==> src/rtl/digital_tube_seg_driver_pkg.sv <==
// Shared types and constants for the 4-digit tube segment driver.
// Provides the digit/segment typedefs, the hex decode table and the FSM state type.
package digital_tube_seg_driver_pkg;

    localparam int unsigned PARAM_DW_DIGITAL_TUBE      = 4;
    localparam int unsigned PARAM_BLANK_CYCLES_DEFAULT = 8;

    typedef logic [PARAM_DW_DIGITAL_TUBE-1:0] digital_tube_t;
    typedef logic [6:0]                        seg7_t;
    typedef logic [7:0]                        datatype_u8_t;
    typedef logic [15:0]                       datatype_u16_t;

    typedef enum logic {
        ST_BLANK,
        ST_DRIVE
    } drv_state_t;

    typedef struct packed {
        datatype_u16_t value;
        digital_tube_t dp;
        logic          blank_lz;
    } disp_word_t;

    // Active-high internal encoding, bit order {g,f,e,d,c,b,a}
    localparam seg7_t SEG_0 = 7'h3F;
    localparam seg7_t SEG_1 = 7'h06;
    localparam seg7_t SEG_2 = 7'h5B;
    localparam seg7_t SEG_3 = 7'h4F;
    localparam seg7_t SEG_4 = 7'h66;
    localparam seg7_t SEG_5 = 7'h6D;
    localparam seg7_t SEG_6 = 7'h7D;
    localparam seg7_t SEG_7 = 7'h07;
    localparam seg7_t SEG_8 = 7'h7F;
    localparam seg7_t SEG_9 = 7'h6F;
    localparam seg7_t SEG_A = 7'h77;
    localparam seg7_t SEG_B = 7'h7C;
    localparam seg7_t SEG_C = 7'h39;
    localparam seg7_t SEG_D = 7'h5E;
    localparam seg7_t SEG_E = 7'h79;
    localparam seg7_t SEG_F = 7'h71;

endpackage

==> src/rtl/digital_tube_seg_driver_hex_to_seg7.sv <==
// Combinational hex nibble to active-high 7-segment pattern.
module hex_to_seg7
    import digital_tube_seg_driver_pkg::*;
(
    input  logic [3:0] nibble_i,
    output seg7_t      seg_o
);

    always_comb begin
        case (nibble_i)
            4'h0:    seg_o = SEG_0;
            4'h1:    seg_o = SEG_1;
            4'h2:    seg_o = SEG_2;
            4'h3:    seg_o = SEG_3;
            4'h4:    seg_o = SEG_4;
            4'h5:    seg_o = SEG_5;
            4'h6:    seg_o = SEG_6;
            4'h7:    seg_o = SEG_7;
            4'h8:    seg_o = SEG_8;
            4'h9:    seg_o = SEG_9;
            4'hA:    seg_o = SEG_A;
            4'hB:    seg_o = SEG_B;
            4'hC:    seg_o = SEG_C;
            4'hD:    seg_o = SEG_D;
            4'hE:    seg_o = SEG_E;
            default: seg_o = SEG_F;
        endcase
    end

endmodule

==> src/rtl/digital_tube_seg_driver.sv <==
// Tube segment/common driver: frame-aligned value latching, blanking gap on
// every digit switch, leading-zero suppression and pin polarity control.
module digital_tube_seg_driver
    import digital_tube_seg_driver_pkg::*;
#(
    parameter int unsigned BLANK_CYCLES     = PARAM_BLANK_CYCLES_DEFAULT,
    parameter bit          SEG_ACTIVE_LOW   = 1'b1,
    parameter bit          DIGIT_ACTIVE_LOW = 1'b0
) (
    input  logic          clk,
    input  logic          rst,
    input  digital_tube_t digit_en_i,
    input  datatype_u16_t value_i,
    input  digital_tube_t dp_i,
    input  logic          load_i,
    input  logic          blank_lz_i,
    output logic          load_ack_o,
    output digital_tube_t digit_o,
    output seg7_t         seg_o,
    output logic          dp_o,
    output logic          frame_o
);

    localparam datatype_u8_t  BLANK_LOAD = datatype_u8_t'(BLANK_CYCLES);
    localparam seg7_t         SEG_OFF    = {7{SEG_ACTIVE_LOW}};
    localparam digital_tube_t DIGIT_OFF  = {PARAM_DW_DIGITAL_TUBE{DIGIT_ACTIVE_LOW}};
    localparam logic          DP_OFF     = SEG_ACTIVE_LOW;

    drv_state_t    state;
    datatype_u8_t  blank_cnt;
    digital_tube_t en_q;
    disp_word_t    shadow;
    disp_word_t    staging;
    logic          pending;

    logic          change;
    logic          frame_edge;
    logic          en_legal;
    disp_word_t    load_word;
    logic [1:0]    digit_idx;
    logic [3:0]    nibble;
    seg7_t         seg_dec;
    logic          lz_hit;
    seg7_t         seg_drv;
    logic          dp_drv;

    assign change     = (en_q != digit_en_i);
    assign frame_edge = change && (digit_en_i == digital_tube_t'(1));
    assign en_legal   = $onehot(en_q);
    assign load_word  = '{value: value_i, dp: dp_i, blank_lz: blank_lz_i};

    always_comb begin
        digit_idx = '0;
        for (int unsigned i = 0; i < PARAM_DW_DIGITAL_TUBE; i++) begin
            if (en_q[i]) digit_idx = 2'(i);
        end
    end

    assign nibble = shadow.value[{digit_idx, 2'b00} +: 4];

    hex_to_seg7 u_hex_to_seg7 (
        .nibble_i (nibble),
        .seg_o    (seg_dec)
    );

    // A digit is dark when it and every more-significant nibble are zero
    always_comb begin
        case (digit_idx)
            2'd1:    lz_hit = (shadow.value[15:4]  == '0);
            2'd2:    lz_hit = (shadow.value[15:8]  == '0);
            2'd3:    lz_hit = (shadow.value[15:12] == '0);
            default: lz_hit = 1'b0;
        endcase
        seg_drv = (shadow.blank_lz && lz_hit) ? '0 : seg_dec;
        dp_drv  = shadow.dp[digit_idx];
    end

    always_ff @(posedge clk) begin
        if (rst) begin
            state      <= ST_BLANK;
            blank_cnt  <= '0;
            en_q       <= '0;
            shadow     <= '0;
            staging    <= '0;
            pending    <= 1'b0;
            load_ack_o <= 1'b0;
            frame_o    <= 1'b0;
            digit_o    <= DIGIT_OFF;
            seg_o      <= SEG_OFF;
            dp_o       <= DP_OFF;
        end else begin
            en_q       <= digit_en_i;
            frame_o    <= frame_edge;
            load_ack_o <= 1'b0;

            // A load on the boundary edge itself bypasses staging
            if (frame_edge && (load_i || pending)) begin
                shadow     <= load_i ? load_word : staging;
                pending    <= 1'b0;
                load_ack_o <= 1'b1;
            end else if (load_i) begin
                staging <= load_word;
                pending <= 1'b1;
            end

            digit_o <= DIGIT_OFF;
            seg_o   <= SEG_OFF;
            dp_o    <= DP_OFF;

            if (change) begin
                state     <= ST_BLANK;
                blank_cnt <= BLANK_LOAD;
            end else begin
                case (state)
                    ST_BLANK: begin
                        if (blank_cnt != '0) begin
                            blank_cnt <= blank_cnt - 8'd1;
                        end else if (en_legal) begin
                            state   <= ST_DRIVE;
                            digit_o <= en_q ^ DIGIT_OFF;
                            seg_o   <= seg_drv ^ SEG_OFF;
                            dp_o    <= dp_drv ^ DP_OFF;
                        end
                    end
                    default: begin
                        digit_o <= en_q ^ DIGIT_OFF;
                        seg_o   <= seg_drv ^ SEG_OFF;
                        dp_o    <= dp_drv ^ DP_OFF;
                    end
                endcase
            end
        end
    end

endmodule

==> config.mk <==
export PLATFORM = sky130hd
export DESIGN_NAME = digital_tube_seg_driver
export DESIGN_NICKNAME = d
export VERILOG_FILES = /design/src/rtl/digital_tube_seg_driver_pkg.sv /design/src/rtl/digital_tube_seg_driver_hex_to_seg7.sv /design/src/rtl/digital_tube_seg_driver.sv
export SDC_FILE = /design/constraint.sdc
export NUM_CORES = 1
export LEC_CHECK = 0
export CORE_MARGIN = 3
export CORE_UTILIZATION = 50
export DETAILED_ROUTE_END_ITERATION = 7
export GPL_TIMING_DRIVEN = 1
export PLACE_DENSITY = 0.76
export SETUP_SLACK_MARGIN = 0.1
export SYNTH_ARGS = -nofsm -noshare
export SYNTH_HDL_FRONTEND = slang
export SYNTH_HIERARCHICAL = 1
export SYNTH_SLANG_ARGS = --single-unit
==> constraint.sdc <==
create_clock -name clk -period 2.8 [get_ports clk]
set_input_delay 0.56 -clock clk [delete_from_list [all_inputs] [get_ports clk]]
set_output_delay 0.56 -clock clk [all_outputs]
set_load 0.02 [all_outputs]
* Yosys cells after proc, flatten, opt, wreduce, memory -nomap -nowiden
Memories as Yosys holds them, arrays and structs flattened. Index checks and enable logic that the tools add are counted.
Word-level totals: flip-flop bits (word level) 70, bits in read-only memories 112, input bits 28, output and inout bits 14, word-level logic and storage cells 70, memories 1
Memory list:
- (name not given) | words 16, bits a word 7, rd ports 1, clocked after Yosys merged registers in 0, write ports 0, line digital_tube_seg_driver_hex_to_seg7.sv:10 | case (nibble_i)
Cells by class: add/subtract/negate cells 4, order comparisons 1, equality and inequality tests 7, shift-type cells 1, muxes and demuxes 24, bitwise operators 3, reductions and logical operators 13
Operators by type and width (number):
- two-way mux 7 bit | 4
- two-way mux 4 bit | 6
- two-way mux 21 bit | 1
- variable part select 16 x 5 -> 4 bit | 1
- logical NOT 12 bit | 1
- two-way mux 1 bit | 9
- logical NOT 8 bit | 1
- nonzero test 8 bit | 1
- subtractor 8 x 1 -> 8 bit, second input constant | 1
- NOT 7 bit | 1
- adder 1 x 1 -> 2 bit | 2
- == test 2 bit, second input constant | 2
- == test 4 x 1 -> 1 bit, second input constant | 1
- logical NOT 4 bit | 1
- two-way mux 2 bit | 2
- inequality test 4 bit | 1
- AND reduction 2 bit | 2
- OR reduction 2 bit | 2
- adder 2 x 2 -> 3 bit | 1
- == test 3 x 1 -> 1 bit, second input constant | 1
- logical AND 1 bit | 3
- < comparator 2 x 3 -> 1 bit, second input constant | 1
- one-hot mux 1 bit (3 select lines) | 1
- binary-select mux 1 bit (select 2 bit) | 1
- 5 further kinds | 6

* Longest topological paths before layout
depth after elaboration 11, depth in mapped cells 10, depth with buffers taken out 9

* Cells and area by module
The synthesis kept the hierarchy.
By module, submodules not included:
- digital_tube_seg_driver | instances 1, cells an instance 306, area an instance 2986.6 um2, seq. area each 1401.3 um2
- hex_to_seg7 | instances 1, cells an instance 33, area an instance 286.5 um2, seq. area each 0.0 um2

* Worst setup path after synthesis
OpenSTA, ideal clock, no wires.
kind register to register, from register en_q[3], to register seg_o[0], setup time 135 ps, arrival time 2458 ps, data required time 2665 ps, setup slack 206 ps, stages on the path, launching flop included 11, cell sequence dfxtp_1 > clkbuf_1 > inv_1 > fa_1 > inv_1 > ha_1 > ha_1 > nor2_1 > a41oi_1 > nor3b_4 > nand3_1
Between the ends: longest elaborated chain between the ends 9, elaborated cells between the ends (all ways) 18, those cells by class add/sub (2); eq/ne (5); shift (1); mux (6); bitwise (1); reduce/logical (2); memory (1)
Ends and longest elaborated chain:
- start: declaration | line digital_tube_seg_driver.sv:31 | digital_tube_t en_q;
- start signal: assignment | line digital_tube_seg_driver.sv:92 | en_q <= digit_en_i;
- parallel branches: the longest is 9 deep, another holds memory (16 x 7 bit)
- end signal: assignment | line digital_tube_seg_driver.sv:121 | seg_o <= seg_drv ^ SEG_OFF;
- end signal: assignment | line digital_tube_seg_driver.sv:127 | seg_o <= seg_drv ^ SEG_OFF;
- end: declaration | line digital_tube_seg_driver.sv:19 | output seg7_t seg_o,
Parallel ways; which one is timed is not known. A chain may end at the register's enable or synchronous reset.

* Worst setup path after layout
from register en_q[0], to register seg_o[4]
Between the ends: longest elaborated chain between the ends 6, elaborated cells between the ends (all ways) 8, those cells by class add/sub (2); eq/ne (2); mux (3); reduce/logical (1)
Ends and longest elaborated chain:
- adder 1 x 1 -> 2 bit (implied by the code) | line digital_tube_seg_driver.sv:49 | assign en_legal = $onehot(en_q);
- adder 2 x 2 -> 3 bit (implied by the code) | line digital_tube_seg_driver.sv:49
- == test 3 x 1 -> 1 bit | line digital_tube_seg_driver.sv:49
- two-way mux 7 bit | line digital_tube_seg_driver.sv:118 | end else if (en_legal) begin
- two-way mux 7 bit | line digital_tube_seg_driver.sv:116 | if (blank_cnt != '0) begin
- two-way mux 7 bit | line digital_tube_seg_driver.sv:114 | case (state)
Parallel ways exist; a longest one is shown, timed or not.

==> results.sh <==
export IMPL_final_cells=458
export IMPL_cts_root_buf="clkbuf_8"
export IMPL_hold_viol=0
export IMPL_fin_area_um2=3950
export IMPL_track_usage=0.191
export IMPL_clock_path_buffers=2
export IMPL_wl_met3_um=364
export IMPL_rsz0062_at_grt="false"
export IMPL_yosys_cell_types_count=45
export IMPL_dp_cells=441
export IMPL_synthArstFlopShare=0
export IMPL_r2r_end="seg_o[4]"
export IMPL_clk_latency_ns=0.34
export IMPL_routed_wl_met2_mm=3.11
export IMPL_switchingPower_mw=0.520
export IMPL_num_rows=28
export IMPL_io_pins=42
export IMPL_die_y_um=86.9
export IMPL_cp_endpoint="seg_o[4]"
export IMPL_wl_per_cell_um=14.7
export IMPL_synth_edf_count=0
export IMPL_hold_path_class="flop to flop"
export IMPL_numCtsBuffers=9
export IMPL_die_w_um=86.9
export IMPL_cp_start_kind="flop"
export IMPL_core_um2=6130
export IMPL_synth_net_count=379
export IMPL_worst_pin_slew_ns=0.975
export IMPL_finClkSkew_ns=0.00893
export IMPL_finalCritPeriodShare=0.878
export IMPL_drive_above_1_share=0.110
export IMPL_synthDominantCellAreaShare=0.428
export IMPL_max_slew_margin_rel=0.343
export IMPL_routed_via_density=5.63
export IMPL_clkPwrFrac=0.395
export IMPL_globalRouteOverflowTotal=0
export IMPL_status="completed"
export IMPL_yosysTopAreaCell="dfxtp_1"
export IMPL_port_buffers=41
export IMPL_h_tree_depth=3
export IMPL_ir_drop_mv=0.504
export IMPL_drcViolationCount=0
export IMPL_grt_pass1_wl_mm=11.4
export IMPL_dp_final_hpwl_mm=4.69
export IMPL_path_clk_slew_ns=0.07
export IMPL_cp_data_required_time_ns=2.99
export IMPL_antenna_found_initial=0
export IMPL_ys_seq_area_frac=0.428
export IMPL_grt_pass1_vias=2408
export IMPL_final_antenna_net_count=0
export IMPL_power_density_nw_per_um2=537
export IMPL_post_cts_buffers=0
export IMPL_cts_num_sinks=70
export IMPL_wl_met1_mm=3.24
export IMPL_routed_wl_mm=6.74
export IMPL_gp_congestion=0.830
export IMPL_fmax_ghz=0.407
export IMPL_min_period_ns=2.46
export IMPL_max_cap_violations=0
export IMPL_crit_fanout=10
export IMPL_seqPwrFrac=0.493
export IMPL_crit_path_start="en_q[0]"
export IMPL_synth_ff_type="dfxtp_1"
export IMPL_hold_buffers=0
export IMPL_drt_iter0_markers=105
export IMPL_highest_layer="met4"
export IMPL_syn_cell_area_um2=3270
export IMPL_dr_pass1_iters=4
export IMPL_ys_seq_elements=70
export IMPL_end_kind="flop"
export IMPL_leakage_nw=1.52
export IMPL_cp_arrival_ns=2.65
export IMPL_slew_violations=0
export IMPL_grt_start_max_net_pins=24
export IMPL_place_area_um2=3730
export IMPL_r2r_cells=10
export IMPL_area_delta_synth_final_pct=20.5
export IMPL_antenna_cells=0
export IMPL_internal_power_mw=1.60
export IMPL_final_nets=418
export IMPL_cts_resized=0
export IMPL_die_area_um2=7550
export IMPL_syn_avg_cell_area_um2=9.66
export IMPL_cts_tree="done"
export IMPL_ys_top_cells_by_area="dfxtp_1, mux2i_1, o2bb2ai_1"
export IMPL_fin_tns_setup_ns=0
export IMPL_worst_setup_path_type="flop to flop"
export IMPL_r2r_start="en_q[0]"
export IMPL_p_sw_frac=0.246
export IMPL_vias=2577
export IMPL_initial_core_util=0.534
export IMPL_setup_viol=0
export IMPL_yosys_warnings=6
export IMPL_syn_inst=339
export IMPL_p_comb_frac=0.112
export IMPL_timing_reg2reg_setup_slack_ns=0.34
[how the worst min path moves through the flow]
stage               startpoint   endpoint  slack (ns)  cells after the start
floorplan            shadow[4]  shadow[4]        0.43                      1
global placement     shadow[4]  shadow[4]        0.45                      1
detailed placement   shadow[2]  shadow[2]        0.45                      1
CTS                  shadow[4]  shadow[4]        0.47                      1
global route         shadow[4]  shadow[4]        0.48                      1
finish               shadow[4]  shadow[4]        0.47                      1
[metal layers]
layer / global-route usage / up-vias
met5: 0 / -
met4: 0.0496 / 0
met3: 0.0577 / 4
met2: 0.295 / 70
met1: 0.259 / 1210
li1: - / 1293
[metrics by stage]
step / hold WS [ns] / setup WS (ns) / power (mW) / utilization
3_5_place_dp: 0.450 / 0.157 / 1.30 / 0.608
4_1_cts: 0.471 / 0.257 / 2.14 / 0.642
2_1_floorplan: 0.429 / 0.206 / 1.22 / -
3_3_place_gp: 0.446 / 0.227 / 1.30 / 0.608
5_1_grt: 0.477 / 0.118 / 2.22 / 0.643
6_report: 0.468 / 0.341 / 2.12 / 0.643
[logic make-up (layout without fill, tap and decap cells)]
family / count (synthesis) / in the layout / share of synthesized area
AOI/OAI and AO/OA: 90 / 90 / 0.180
xor gates and xnor gates: 6 / 6 / 0.0229
adders and majority gates: 12 / 12 / 0.0482
buffers and inverters: 40 / 84 / 0.0547
DFF: 70 / 70 / 0.428
muxes: 35 / 35 / 0.115
and+or+nand+nor: 86 / 86 / 0.151
[layout make-up]
cell class                 count  area [µm²]
clock buffer                  11         151
clock inverter                 5        57.6
fill                         525        2190
inverter                      16        60.1
multi-input combinational    229        1690
sequential                    70        1400
tap                           75        93.8
timing repair buffer          52         488
[power by group through the flow]
stage                     Clock, mW  Sequential [mW]  Combinational, mW
after global placement            0             1.07              0.232
after detailed placement          0             1.07              0.237
after floorplan                   0             1.06              0.156
after global routing          0.909             1.05              0.262
after CTS                     0.860             1.04              0.239
final                         0.837             1.04              0.238
[critical path: stages, from the launching register on]
cell     delay [ns]
dfxtp_1        0.35
inv_1          0.08
fa_1           0.53
inv_1          0.04
ha_1           0.17
ha_1           0.26
nor2_1         0.10
a41oi_1        0.25
nor3b_4        0.25
buf_4          0.18
nand3_1        0.09
[placed cells by master (no fill, tap or decap), types with 2 or more instances in the layout]
cell / Yosys / layout
clkdlybuf4s50_1: 0 / 40
and2_1: 2 / 2
ha_1: 11 / 11
or3_1: 4 / 4
nand3_1: 28 / 28
nor4_1: 3 / 3
nor2_1: 15 / 15
xor2_2: 3 / 3
nand2_1: 9 / 9
nor2b_1: 6 / 6
nand2b_1: 4 / 4
clkbuf_8: 0 / 11
dfxtp_1: 70 / 70
xnor2_1: 2 / 2
nor4b_4: 2 / 2
o21ai_0: 26 / 26
buf_4: 2 / 11
a22oi_1: 2 / 2
mux2i_1: 30 / 30
o2bb2ai_1: 21 / 21
inv_1: 16 / 16
nor3_1: 8 / 8
clkinv_2: 0 / 2
a21oi_1: 30 / 30
clkinv_4: 0 / 2
mux2_2: 3 / 3
[flip-flops by register name, summed over array words and instances, names as in the netlist]
signal,flops
load_ack_o,1
blank_cnt,8
seg_o,7
shadow,21
digit_o,4
dp_o,1
pending,1
state,1
frame_o,1
staging,21
en_q,4
[synthesized netlist by cell type (3+ instances only)]
library cell  number
nor4_1             3
buf_2              5
a21oi_1           30
nor2b_1            6
ha_1              11
o21ai_0           26
or3_1              4
nor2_1            15
xor2_2             3
nand2b_1           4
nand3_1           28
clkbuf_1          15
mux2_2             3
nor3_1             8
inv_1             16
dfxtp_1           70
mux2i_1           30
o2bb2ai_1         21
nand2_1            9
Power figures use the tool's default switching activity.
